## src/rtl/fibo_pkg.sv

```systemverilog
// Shared definitions for the Fibonacci job sequencer.
//   fibo_state_e     : controller FSM states
//   FIBO_DATA_W      : generator term width
//   FIBO_COUNT_W     : skip/count field and counter width
//   FIBO_FIRST_TERM  : generator term after reset
//   FIBO_SECOND_TERM : generator term after the first step
package fibo_pkg;

    localparam int FIBO_DATA_W  = 8;
    localparam int FIBO_COUNT_W = 8;

    localparam logic [FIBO_DATA_W-1:0] FIBO_FIRST_TERM  = 8'd0;
    localparam logic [FIBO_DATA_W-1:0] FIBO_SECOND_TERM = 8'd1;

    typedef enum logic [1:0] {
        IDLE = 2'd0,
        SKIP = 2'd1,
        EMIT = 2'd2,
        FIN  = 2'd3
    } fibo_state_e;

endpackage

```

## src/rtl/fibo_term_counter.sv

```systemverilog
// Loadable down-counter used for the skip and emit term counts.
// Ports:
//   clk, rst    : clock, synchronous active-high reset (count -> 0)
//   load        : load load_value (has priority over dec)
//   load_value  : value to load
//   dec         : decrement by one
//   count       : current count
//   is_one      : count == 1 (the controller leaves a state on this value)
module fibo_term_counter
    import fibo_pkg::*;
#(
    parameter int COUNT_W = FIBO_COUNT_W
) (
    input  logic               clk,
    input  logic               rst,
    input  logic               load,
    input  logic [COUNT_W-1:0] load_value,
    input  logic               dec,
    output logic [COUNT_W-1:0] count,
    output logic               is_one
);

    always_ff @(posedge clk) begin
        if (rst) begin
            count <= '0;
        end else if (load) begin
            count <= load_value;
        end else if (dec && (count != '0)) begin
            // The zero guard keeps the counter from wrapping even if dec is
            // ever raised on an empty count.
            count <= count - COUNT_W'(1);
        end
    end

    assign is_one = (count == COUNT_W'(1));

endmodule

```

## src/rtl/fibo_seq_ctrl.sv

```systemverilog
// Job sequencer for the Fibonacci generator: accepts "discard S terms, then
// emit N terms" jobs and is the only agent that steps the generator.
// Handshakes: a transfer happens on a rising edge where valid && ready.
// req_valid/req_skip/req_count are held by the requester until req_ready;
// out_valid, once raised, stays high with out_data/out_last stable until
// out_ready is seen.
// Ports:
//   clk, rst                      : clock, synchronous active-high reset
//   req_valid/req_ready           : job request handshake
//   req_skip, req_count           : terms to discard, terms to emit
//   gen_step                      : generator advances on the next edge
//   gen_value                     : generator's current term
//   out_valid/out_ready           : output stream handshake
//   out_data, out_last            : emitted term, final beat of the job
//   done                          : one-cycle pulse at job completion
//   busy                          : a job is in progress
module fibo_seq_ctrl
    import fibo_pkg::*;
#(
    parameter int DATA_W  = FIBO_DATA_W,
    parameter int COUNT_W = FIBO_COUNT_W
) (
    input  logic               clk,
    input  logic               rst,
    input  logic               req_valid,
    output logic               req_ready,
    input  logic [COUNT_W-1:0] req_skip,
    input  logic [COUNT_W-1:0] req_count,
    output logic               gen_step,
    input  logic [DATA_W-1:0]  gen_value,
    output logic               out_valid,
    input  logic               out_ready,
    output logic [DATA_W-1:0]  out_data,
    output logic               out_last,
    output logic               done,
    output logic               busy
);

    fibo_state_e state;
    fibo_state_e state_next;

    logic               accept;
    logic               skip_dec;
    logic               emit_dec;
    logic [COUNT_W-1:0] skip_cnt;
    logic [COUNT_W-1:0] emit_cnt;
    logic               skip_is_one;
    logic               emit_is_one;

    fibo_term_counter #(.COUNT_W(COUNT_W)) u_skip_cnt (
        .clk        (clk),
        .rst        (rst),
        .load       (accept),
        .load_value (req_skip),
        .dec        (skip_dec),
        .count      (skip_cnt),
        .is_one     (skip_is_one)
    );

    fibo_term_counter #(.COUNT_W(COUNT_W)) u_emit_cnt (
        .clk        (clk),
        .rst        (rst),
        .load       (accept),
        .load_value (req_count),
        .dec        (emit_dec),
        .count      (emit_cnt),
        .is_one     (emit_is_one)
    );

    always_ff @(posedge clk) begin
        if (rst) begin
            state <= IDLE;
        end else begin
            state <= state_next;
        end
    end

    always_comb begin
        state_next = state;
        req_ready  = 1'b0;
        accept     = 1'b0;
        skip_dec   = 1'b0;
        emit_dec   = 1'b0;
        gen_step   = 1'b0;
        out_valid  = 1'b0;
        out_data   = '0;
        out_last   = 1'b0;
        done       = 1'b0;
        busy       = 1'b1;

        case (state)
            IDLE: begin
                busy      = 1'b0;
                req_ready = 1'b1;
                accept    = req_valid;
                if (req_valid) begin
                    if (req_skip != '0) begin
                        state_next = SKIP;
                    end else if (req_count != '0) begin
                        state_next = EMIT;
                    end else begin
                        state_next = FIN;
                    end
                end
            end

            SKIP: begin
                // Discarded terms need no consumer, so stepping is unconditional.
                gen_step = 1'b1;
                skip_dec = 1'b1;
                if (skip_is_one) begin
                    state_next = (emit_cnt != '0) ? EMIT : FIN;
                end
            end

            EMIT: begin
                out_valid = 1'b1;
                out_data  = gen_value;
                out_last  = emit_is_one;
                // The generator only moves on an accepted beat, which keeps
                // out_data stable under backpressure.
                gen_step  = out_ready;
                emit_dec  = out_ready;
                if (out_ready && emit_is_one) begin
                    state_next = FIN;
                end
            end

            FIN: begin
                done       = 1'b1;
                state_next = IDLE;
            end

            default: begin
                state_next = IDLE;
            end
        endcase
    end

endmodule
```

## config.mk

```make
export PLATFORM = sky130hd
export DESIGN_NAME = fibo_seq_ctrl
export DESIGN_NICKNAME = d
export VERILOG_FILES = /design/src/rtl/fibo_pkg.sv /design/src/rtl/fibo_term_counter.sv /design/src/rtl/fibo_seq_ctrl.sv
export SDC_FILE = /design/constraint.sdc
export NUM_CORES = 1
export LEC_CHECK = 0
export CAP_MARGIN = 20
export CORE_MARGIN = 1
export CORE_UTILIZATION = 42
export CTS_CLUSTER_DIAMETER = 100
export DETAILED_ROUTE_END_ITERATION = 16
export PLACE_DENSITY = 0.85
export SLEW_MARGIN = 20
export SYNTH_ARGS = -nofsm -noshare
export SYNTH_HDL_FRONTEND = slang
export SYNTH_SLANG_ARGS = --single-unit
```

## constraint.sdc

```tcl
create_clock -name clk -period 2 [get_ports clk]
set_input_delay 0.2 -clock clk [delete_from_list [all_inputs] [get_ports clk]]
set_output_delay 0.2 -clock clk [all_outputs]
set_load 0.005 [all_outputs]
```

Word level (Yosys, flattened, before mapping)

Cells that the tools add are included.

Bits in registers: 18
Bits of input ports: 28
Output and inout bits: 14
Word-level logic and storage cells: 45

Add/sub/neg operators: 2
Equality and inequality tests: 8
Multiplexer cells: 21
Reduce and logical (&&, ||, !) cells: 11

Operators with widths:

| kind                                                                  | number |
|---|---|
| 8-bit two-way mux                                                     | 5 |
| 8-bit nonzero test                                                    | 4 |
| 8-bit by 1-bit equality test with 1-bit output, second input constant | 2 |
| 8-bit by 1-bit subtractor with 8-bit output, second input constant    | 2 |
| 1-bit two-way mux                                                     | 10 |
| 2-bit two-way mux                                                     | 4 |
| 2-bit case mux with 4 select lines                                    | 1 |
| 2-bit inequality test, second input constant                          | 3 |
| 2-bit equality test, second input constant                            | 2 |
| 2-bit nonzero test                                                    | 2 |
| 1-bit logical AND                                                     | 3 |
| 3-bit AND reduction                                                   | 1 |
| 2-bit by 1-bit equality test with 1-bit output, second input constant | 1 |
| 2-bit logical NOT                                                     | 1 |
| 1-bit case mux with 2 select lines                                    | 1 |

Logic depth before layout (Yosys ltp)

Gate-level depths: netlist of run 1.

Depth in word-level cells: 5
Gate-level depth with buffers: 6
Gate-level depth less buffers: 6

Cells and area by module

Synthesis of run 1 repeated with hierarchy kept, for this count alone.

Cells, all modules: 161
Area, all modules: 1377.6 sq um

By module, submodules not included:

| module            | times used | cells an instance | area an instance (sq um) | sequential area each (sq um) |
|---|---|---|---|---|
| fibo_term_counter | 2          | 59                | 524.3                    | 160.2 |
| fibo_seq_ctrl     | 1          | 43                | 329.1                    | 40.0 |

Worst setup path before layout of run 1

OpenSTA, ideal clock, no wires.

Kind: register to register
Start point: reg state[1]
End point: reg u_skip_cnt.count[5]
Setup time: 0.091 ns
Arrival time: 1.928 ns
Required time: 1.909 ns
Setup slack: -0.019 ns
Stages on the path, launching flop included: 7
Buffers on the path: 0
Period minus slack after synthesis: 2.019 ns
Path through: dfxtp_1 inv_1 ha_1 or3b_1 or4_1 or3_1 a311oi_1

Cells in the longest elaborated chain, start to end: 4
Elaborated cells between the ends (all ways): 7
Those cells by class: eq/ne: 1; mux: 3; reduce/logical: 3

Ends and longest elaborated chain:

| what                                           | RTL line                | RTL |
|---|---|---|
| start: declaration                             | fibo_seq_ctrl.sv:39     | `fibo_state_e state;` |
| start signal: assignment                       | fibo_seq_ctrl.sv:74     | `state <= state_next;` |
| 2-bit by 1-bit equality test with 1-bit output | fibo_seq_ctrl.sv:91     | `case (state)` |
| 1-bit two-way mux                              | fibo_seq_ctrl.sv:91     |  |
| 1-bit logical AND                              | fibo_term_counter.sv:28 | `end else if (dec && (count != '0)) begin` |
| 2-bit nonzero test (no source line)            | --                      |  |
| end signal: assignment                         | fibo_term_counter.sv:27 | `count <= load_value;` |
| end signal: assignment                         | fibo_term_counter.sv:31 | `count <= count - COUNT_W'(1);` |
| end: declaration                               | fibo_term_counter.sv:19 | `output logic [COUNT_W-1:0] count,` |

Several ways; a longest one is shown, not always the timed one.
A chain may end at the register's enable or synchronous reset.

Final worst setup path of run 1

Start point: reg u_emit_cnt.count[5]
End point: out out_last

Cells in the longest elaborated chain, start to end: 2

Ends and longest elaborated chain:

| what                                           | RTL line                | RTL |
|---|---|---|
| start: declaration                             | fibo_term_counter.sv:19 |  |
| start signal: assignment                       | fibo_term_counter.sv:27 |  |
| start signal: assignment                       | fibo_term_counter.sv:31 |  |
| 8-bit by 1-bit equality test with 1-bit output | fibo_term_counter.sv:35 | `assign is_one = (count == COUNT_W'(1));` |
| 1-bit two-way mux                              | fibo_seq_ctrl.sv:91     |  |
| end: declaration                               | fibo_seq_ctrl.sv:34     | `output logic out_last,` |

Every way passes these cells.

==> results of run 1 <==
==> through the flow <==
step	utilization [%]	cell area [sq um]	power, mW
floorplan	-	1360	1.55
global placement	61.7	1880	2.07
detailed placement	61.7	1880	2.11
CTS	63.8	1950	2.39
global route	65.0	1990	2.69
finish	65.0	1990	2.48
==> where the power goes <==
part | internal (mW) | switching [mW]
combinational | 0.819 | 0.785
sequential | 0.486 | 0.157
clock | 0.111 | 0.125
total | 1.42 | 1.07
==> cell usage in the layout, fill, tap and decap left out, drive strengths merged, types with 3 or more instances in the layout <==
master          n
clkbuf          4
buf            13
inv             8
or4             8
nor2           17
o31ai           5
nand2          14
nor4            3
and2           10
xor2            3
a211oi          8
o21ai           5
a311oi          5
a31oi           5
clkdlybuf4s50  40
nor3            4
a21oi           3
ha             11
dfxtp          18
==> per-layer routing <==
metal | routed length [microns] | vias to the layer above
met3 | 159 | 4
met4 | 46 | 0
met5 | 0 | -
li1 | - | 724
met2 | 1760 | 37
met1 | 1630 | 678
==> cell type report <==
cell class              count  area share [%]
clock buffers               4            1.83
inverters                   8            1.51
multi-input cells         132            49.7
flip-flops and latches     18            18.5
well taps                  44            2.77
repair buffers             54            25.7
==> sequential cells by signal (all words and copies together), names as in the netlist <==
register	flops
u_emit_cnt.count	8
u_skip_cnt.count	8
state	2
==> timing repair <==
item,4_1_cts,5_1_grt
endpoints found under the setup margin,7,14
setup buffers,0,1
pin swaps,1,2
gates resized for setup,9,12
==> cell families after synthesis <==
| kind of cell | Yosys count | share of synthesized area, % |
|---|---|---|
| muxes | 3 | 2.30 |
| xor gates and xnor gates | 5 | 3.22 |
| AOI/OAI and AO/OA | 43 | 24.6 |
| DFF | 18 | 26.5 |
| and+or+nand+nor | 70 | 28.6 |
| buffers and inverters | 16 | 4.60 |
| adders and majority gates | 11 | 10.1 |
==> path summary, 6_finish.rpt <==
path / end / startpoint
setup / recovery: out_last / u_emit_cnt.count[5]
hold reg to reg: u_emit_cnt.count[5] / u_emit_cnt.count[5]
setup reg to reg: u_skip_cnt.count[6] / u_skip_cnt.count[3]
hold / removal: u_emit_cnt.count[4] / req_count[4]
==> worst min-delay path, stage by stage <==
cell	delay [ns]
clkdlybuf4s50_1	0.42
nand2_1	0.06
a31oi_1	0.06
==> flow_summary.toml, run 1 <==
[hold_path]
hold_depth = 3
hold_path.class = "in -> reg"

[critical_path]
crit_chain = "nor4_4 -> and4_1 -> clkdlybuf4s50_1"
rrSetupSlack_ns = 0.05
critPathMaxFanout = 5
crit_path_top_delay_cell = "clkdlybuf4s50_1"
cp-end-kind = "output port"
crit_buf_inv = 1
worstSetupStartpointType = "register"
slowest_delay_ns = 0.50
worst_ep_arrival_time_ns = 1.77
critical_path_class = "reg -> out"
crit_required_ns = 1.80
r2r_cells = 3
crit_cells = 3
cp_top_family = "simple AND/OR/NAND/NOR gates"

[global_routing]
use_met2_pct = 37.7
grt_busiest_layer = "met2"
grt-ovfl-total = 0
grt_max_degree = 14
track_usage_pct = 22.2
antenna_found_initial = 0
grt_first_pass_wirelength_microns = 5770
grt_pass1_vias = 1323
use_met3_pct = 5.49
globalRouteMet1Util_pct = 27.4

[timing]
setup_tns_ns = 0
rsz0062_at_grt = "yes"
finalHoldViolCount = 0
setup_viol = 0
clock_skew_ns = 0.00613
min_period_over_period_pct = 98.3
whs_ns = 0.457
setup_slack_ns = 0.0335
relSlewSlack_pct = 66.8
max_freq_mhz = 509
period_needed_ns = 1.97
tightest_slew_ns = 0.494
drv_slew = 0

[layout]
fill_cells = 272
regArea_sq_um = 367
multi_input_area_sq_um = 987
area_growth_pct = 46.1
stdcell_count = 260
fin_nets = 256
layout-drive-gt1-share_pct = 17.6
diodes = 0

[place]
numPlacedInstances = 255
dp_hpwl_microns = 2710
io_buffers = 41
gp_congestion = 0.912
place_ws_ns = 0.0227

[synthesis]
synth_edf_count = 0
async_reset_ff_share_pct = 0
synth_area_sq_um = 1360
synth_commonest_cells = "dfxtp_1, nor2_1, nand2_1, ha_1, and2_1"
synth_warnings = 0
synth_flop_cell = "dfxtp_1"
netlist.area_leader.share_pct = 26.5
synth_cell_type_count = 44
synth.most_common_cell = "dfxtp_1"
synth_fp_nets = 205
ys_ff_latch = 18
netlist_top_cells_area = "dfxtp_1, ha_1, nor2_1"
synth_cells = 166
yosysSeqAreaShare_pct = 26.5
syn_area_per_cell_sq_um = 8.19
yosysTopAreaCell = "dfxtp_1"

[clock_tree]
cts.sinks = 18
tritoncts = "yes"
root_buffer = "clkbuf_4"
cts_buffers = 3
cts_buffer_depth = 2
h-tree-depth = 1
clock_latency_ns = 0.31
cts.clk_slew.worst_paths_ns = 0.11
postCtsHoldBufs = 0

[route]
detail-route-antenna-nets = 0
drt-total-wl_microns = 3590
num_vias = 1443
drt_iter0_markers = 54
post_drt_wl_per_cell_microns = 13.8
viasPerCell = 5.55
drt_pass1_iterations = 4
drc = 0

[power_and_ir_drop]
power_density_nw_per_um2 = 1250
p_leak_nw = 0.723
ir_worst_vdd_mv = 0.778

[die]
dieArea_sq_um = 3470
core_sq_um = 3050
start_util_pct = 44.5
io_pins = 42
fp-row-count = 20
die_h_microns = 58.9
die_w_microns = 58.9

[status]
outcome = "complete, no violations"

[flow_run]
maxCapViolCount = 0
Note: power is estimated with default switching activity, not from simulation.
==> run 2, diff against run 1 <==
MAX_ROUTING_LAYER = met4   (was default)
SKIP_LAST_GASP = 1   (was default)
SYNTH_HIERARCHICAL = 1   (was default)
==> run 2 against run 1 <==
  * Non-clock buffer count increased by 9
  * Area after synthesis up 1.4%
  * Hold slack improved by 0.016 ns
  * Routed wire length rose by 5.0%
  * Maximum frequency shrank 0.96%
  * Die area grew 1.3%
  * Synthesized cell count fell by 3.0%
  * Cell count up 2.7%
  * Total power grew 6.2%
  * Clock skew up 0.0099 ns
  * Clock power rose by 3%
  * Core utilization is 3.0 points higher
  * Largest cell class unchanged
==> flow_summary.toml, run 2 <==
[clock_tree]
cts_buffers = 3
h-tree-depth = 1
cts.clk_slew.worst_paths_ns = 0.13
root_buffer = "clkbuf_4"
tritoncts = "yes"
clock_latency_ns = 0.31
cts_buffer_depth = 2
cts.sinks = 18
postCtsHoldBufs = 0

[layout]
final_common_cell = "clkdlybuf4s50_1"
stdcell_count = 267
mostFrequentLayoutCells = "clkdlybuf4s50_1, buf_4, inv_1, dfxtp_1, nor2_1"
area_growth_pct = 52.0
fin_nets = 263
reg_top3 = "u_emit_cnt/count: 8 flops, u_skip_cnt/count: 8 flops, state: 2 flops"
layout-drive-gt1-share_pct = 24.7
final_util_pct = 68.0
fill_cells = 232
diodes = 0
multi_input_area_sq_um = 1010
regArea_sq_um = 364

[timing]
setup_tns_ns = 0
max_freq_mhz = 504
drv_slew = 0
setup_viol = 0
whs_ns = 0.473
rsz0062_at_grt = "yes"
clock_skew_ns = 0.0160
relSlewSlack_pct = 70.5
period_needed_ns = 1.99
min_period_over_period_pct = 99.3
tightest_slew_ns = 0.441
finalHoldViolCount = 0

[hold_path]
hp-start = "req_count[5]"
hold_path.class = "in -> reg"
hold_depth = 3
hold_path_end = "u_emit_cnt/count[5]"

[critical_path]
worstSetupStartpointType = "register"
cp-end-kind = "register"
critPathMaxFanout = 4
worst_ep_arrival_time_ns = 2.24
r2r_cells = 7
rrSetupSlack_ns = 0.01
worstReg2RegStart = "u_emit_cnt/count[5]"
reg2reg_to = "state[0]"
crit_required_ns = 2.25
critical_path_class = "reg -> reg"

[synthesis]
yosysSeqAreaShare_pct = 26.2
synth_area_sq_um = 1380
netlist.area_leader.share_pct = 26.2
async_reset_ff_share_pct = 0
syn_area_per_cell_sq_um = 8.56
ys_ff_latch = 18
synth_edf_count = 0
synth.most_common_cell = "dfxtp_1"
synth_commonest_cells = "dfxtp_1, inv_1, and2_1, nor2_1, nand2_1"
netlist_top_cells_area = "dfxtp_1, ha_1, a211oi_1"
synth_cells = 161
synth_warnings = 6
synth_flop_cell = "dfxtp_1"
synth_cell_type_count = 36
yosysTopAreaCell = "dfxtp_1"
synth_fp_nets = 200

[die]
start_util_pct = 44.8
die_h_microns = 59.3
dieArea_sq_um = 3510
io_pins = 42
fp-row-count = 20
core_sq_um = 3080
die_w_microns = 59.3

[route]
drt_pass1_iterations = 4
viasPerCell = 5.43
drc = 0
drt_iter0_markers = 63
detail-route-antenna-nets = 0
num_vias = 1449
post_drt_wl_per_cell_microns = 14.1
drt-total-wl_microns = 3770

[power_and_ir_drop]
p_leak_nw = 0.802
power_density_nw_per_um2 = 1260
ir_worst_vdd_mv = 0.525

[place]
gp_congestion = 0.841
dp_hpwl_microns = 2810
numPlacedInstances = 262
io_buffers = 41

[global_routing]
globalRouteMet1Util_pct = 28.2
grt_busiest_layer = "met2"
track_usage_pct = 22.9
grt-ovfl-total = 0
grt_first_pass_wirelength_microns = 5870
antenna_found_initial = 0
use_met3_pct = 2.40
grt_max_degree = 14
grt_pass1_vias = 1376
use_met2_pct = 37.9

[flow_run]
maxCapViolCount = 0

[status]
outcome = "complete, no violations"
run 2: changes by cell type in the layout (fill, tap and decap cells not counted), moves of 3 or more:
| cell | previous run | this run |
|---|---|---|
| buf_4 | 12 | 22 |
| a31oi_1 | 5 | 0 |
| nor2_1 | 17 | 13 |
| nor4_1 | 2 | 7 |
| inv_1 | 6 | 15 |
| a211oi_2 | 0 | 4 |
| xnor2_1 | 2 | 8 |
| or4_1 | 6 | 0 |
| a311oi_1 | 5 | 2 |
| o31ai_1 | 5 | 2 |
| xor2_1 | 3 | 0 |
run 2: final cells by class:
cell class	count	area share [%]
Inverter	16	2.87
Multi-Input combinational cell	122	48.0
Clock buffer	4	1.73
Timing Repair Buffer	63	27.4
Sequential cell	18	17.4
Tap cell	44	2.63
run 2: cells by family after synthesis:
| kind of cell | after synthesis | synth area share, % |
|---|---|---|
| AO/OA/AOI/OAI | 40 | 25.8 |
| XOR/XNOR | 8 | 5.09 |
| adder cells (fa/ha/maj) | 11 | 9.99 |
| buffers and inverters | 21 | 6.45 |
| flip-flops | 18 | 26.2 |
| AND/OR/NAND/NOR | 63 | 26.5 |
run 2: critical path, stage by stage (launching register included):
cell      delay (ns)
dfxtp_2         0.34
or4_4           0.55
nor4b_4         0.24
buf_4           0.15
a21bo_4         0.11
o221ai_4        0.10
a221o_1         0.30
a21oi_2         0.13
run 2: power by group:
part / leakage, nW / internal, mW / switching [mW]
Clock: 0.0210 / 0.111 / 0.132
Sequential: 0.150 / 0.489 / 0.132
Combinational: 0.631 / 0.918 / 0.855
run 2: metrics by stage:
stage               total power [mW]  area (sq um)  worst slack, ns
floorplan                       1.57          1390           0.0244
global placement                2.18          1980          -0.0739
detailed placement              2.22          1980          -0.0814
CTS                             2.58          2080         -0.00924
global route                    2.82          2090          -0.0843
finish                          2.64          2090           0.0144
run 2: worst max path at each step:
| stage | from | endpoint | cells after the start | slack, ns |
|---|---|---|---|---|
| detailed placement | u_emit_cnt/count[3] | state[0] | 7 | -0.08 |
| global route | u_emit_cnt/count[5] | state[0] | 7 | -0.08 |
| global placement | u_emit_cnt/count[3] | out_last | 4 | -0.07 |
| floorplan | u_emit_cnt/count[3] | state[0] | 6 | 0.02 |
| finish | u_emit_cnt/count[5] | state[0] | 7 | 0.01 |
| CTS | u_emit_cnt/count[5] | out_last | 4 | -0.009 |
run 2: metal layers:
metal / part of all wire, % / wire length [microns] / up-vias
met2: 48 / 1810 / 57
li1: - / - / 713
met3: 5.4 / 202 / 6
met1: 45 / 1690 / 673
met4: 1.7 / 63 / 0
met5: 0 / 0 / -
run 2: repair_timing:
action,in CTS,in global routing
buffers inserted,4,0
pin swaps,5,1
hold endpoints to repair,0,0
endpoints found under the setup margin,7,6
resized for setup,14,8
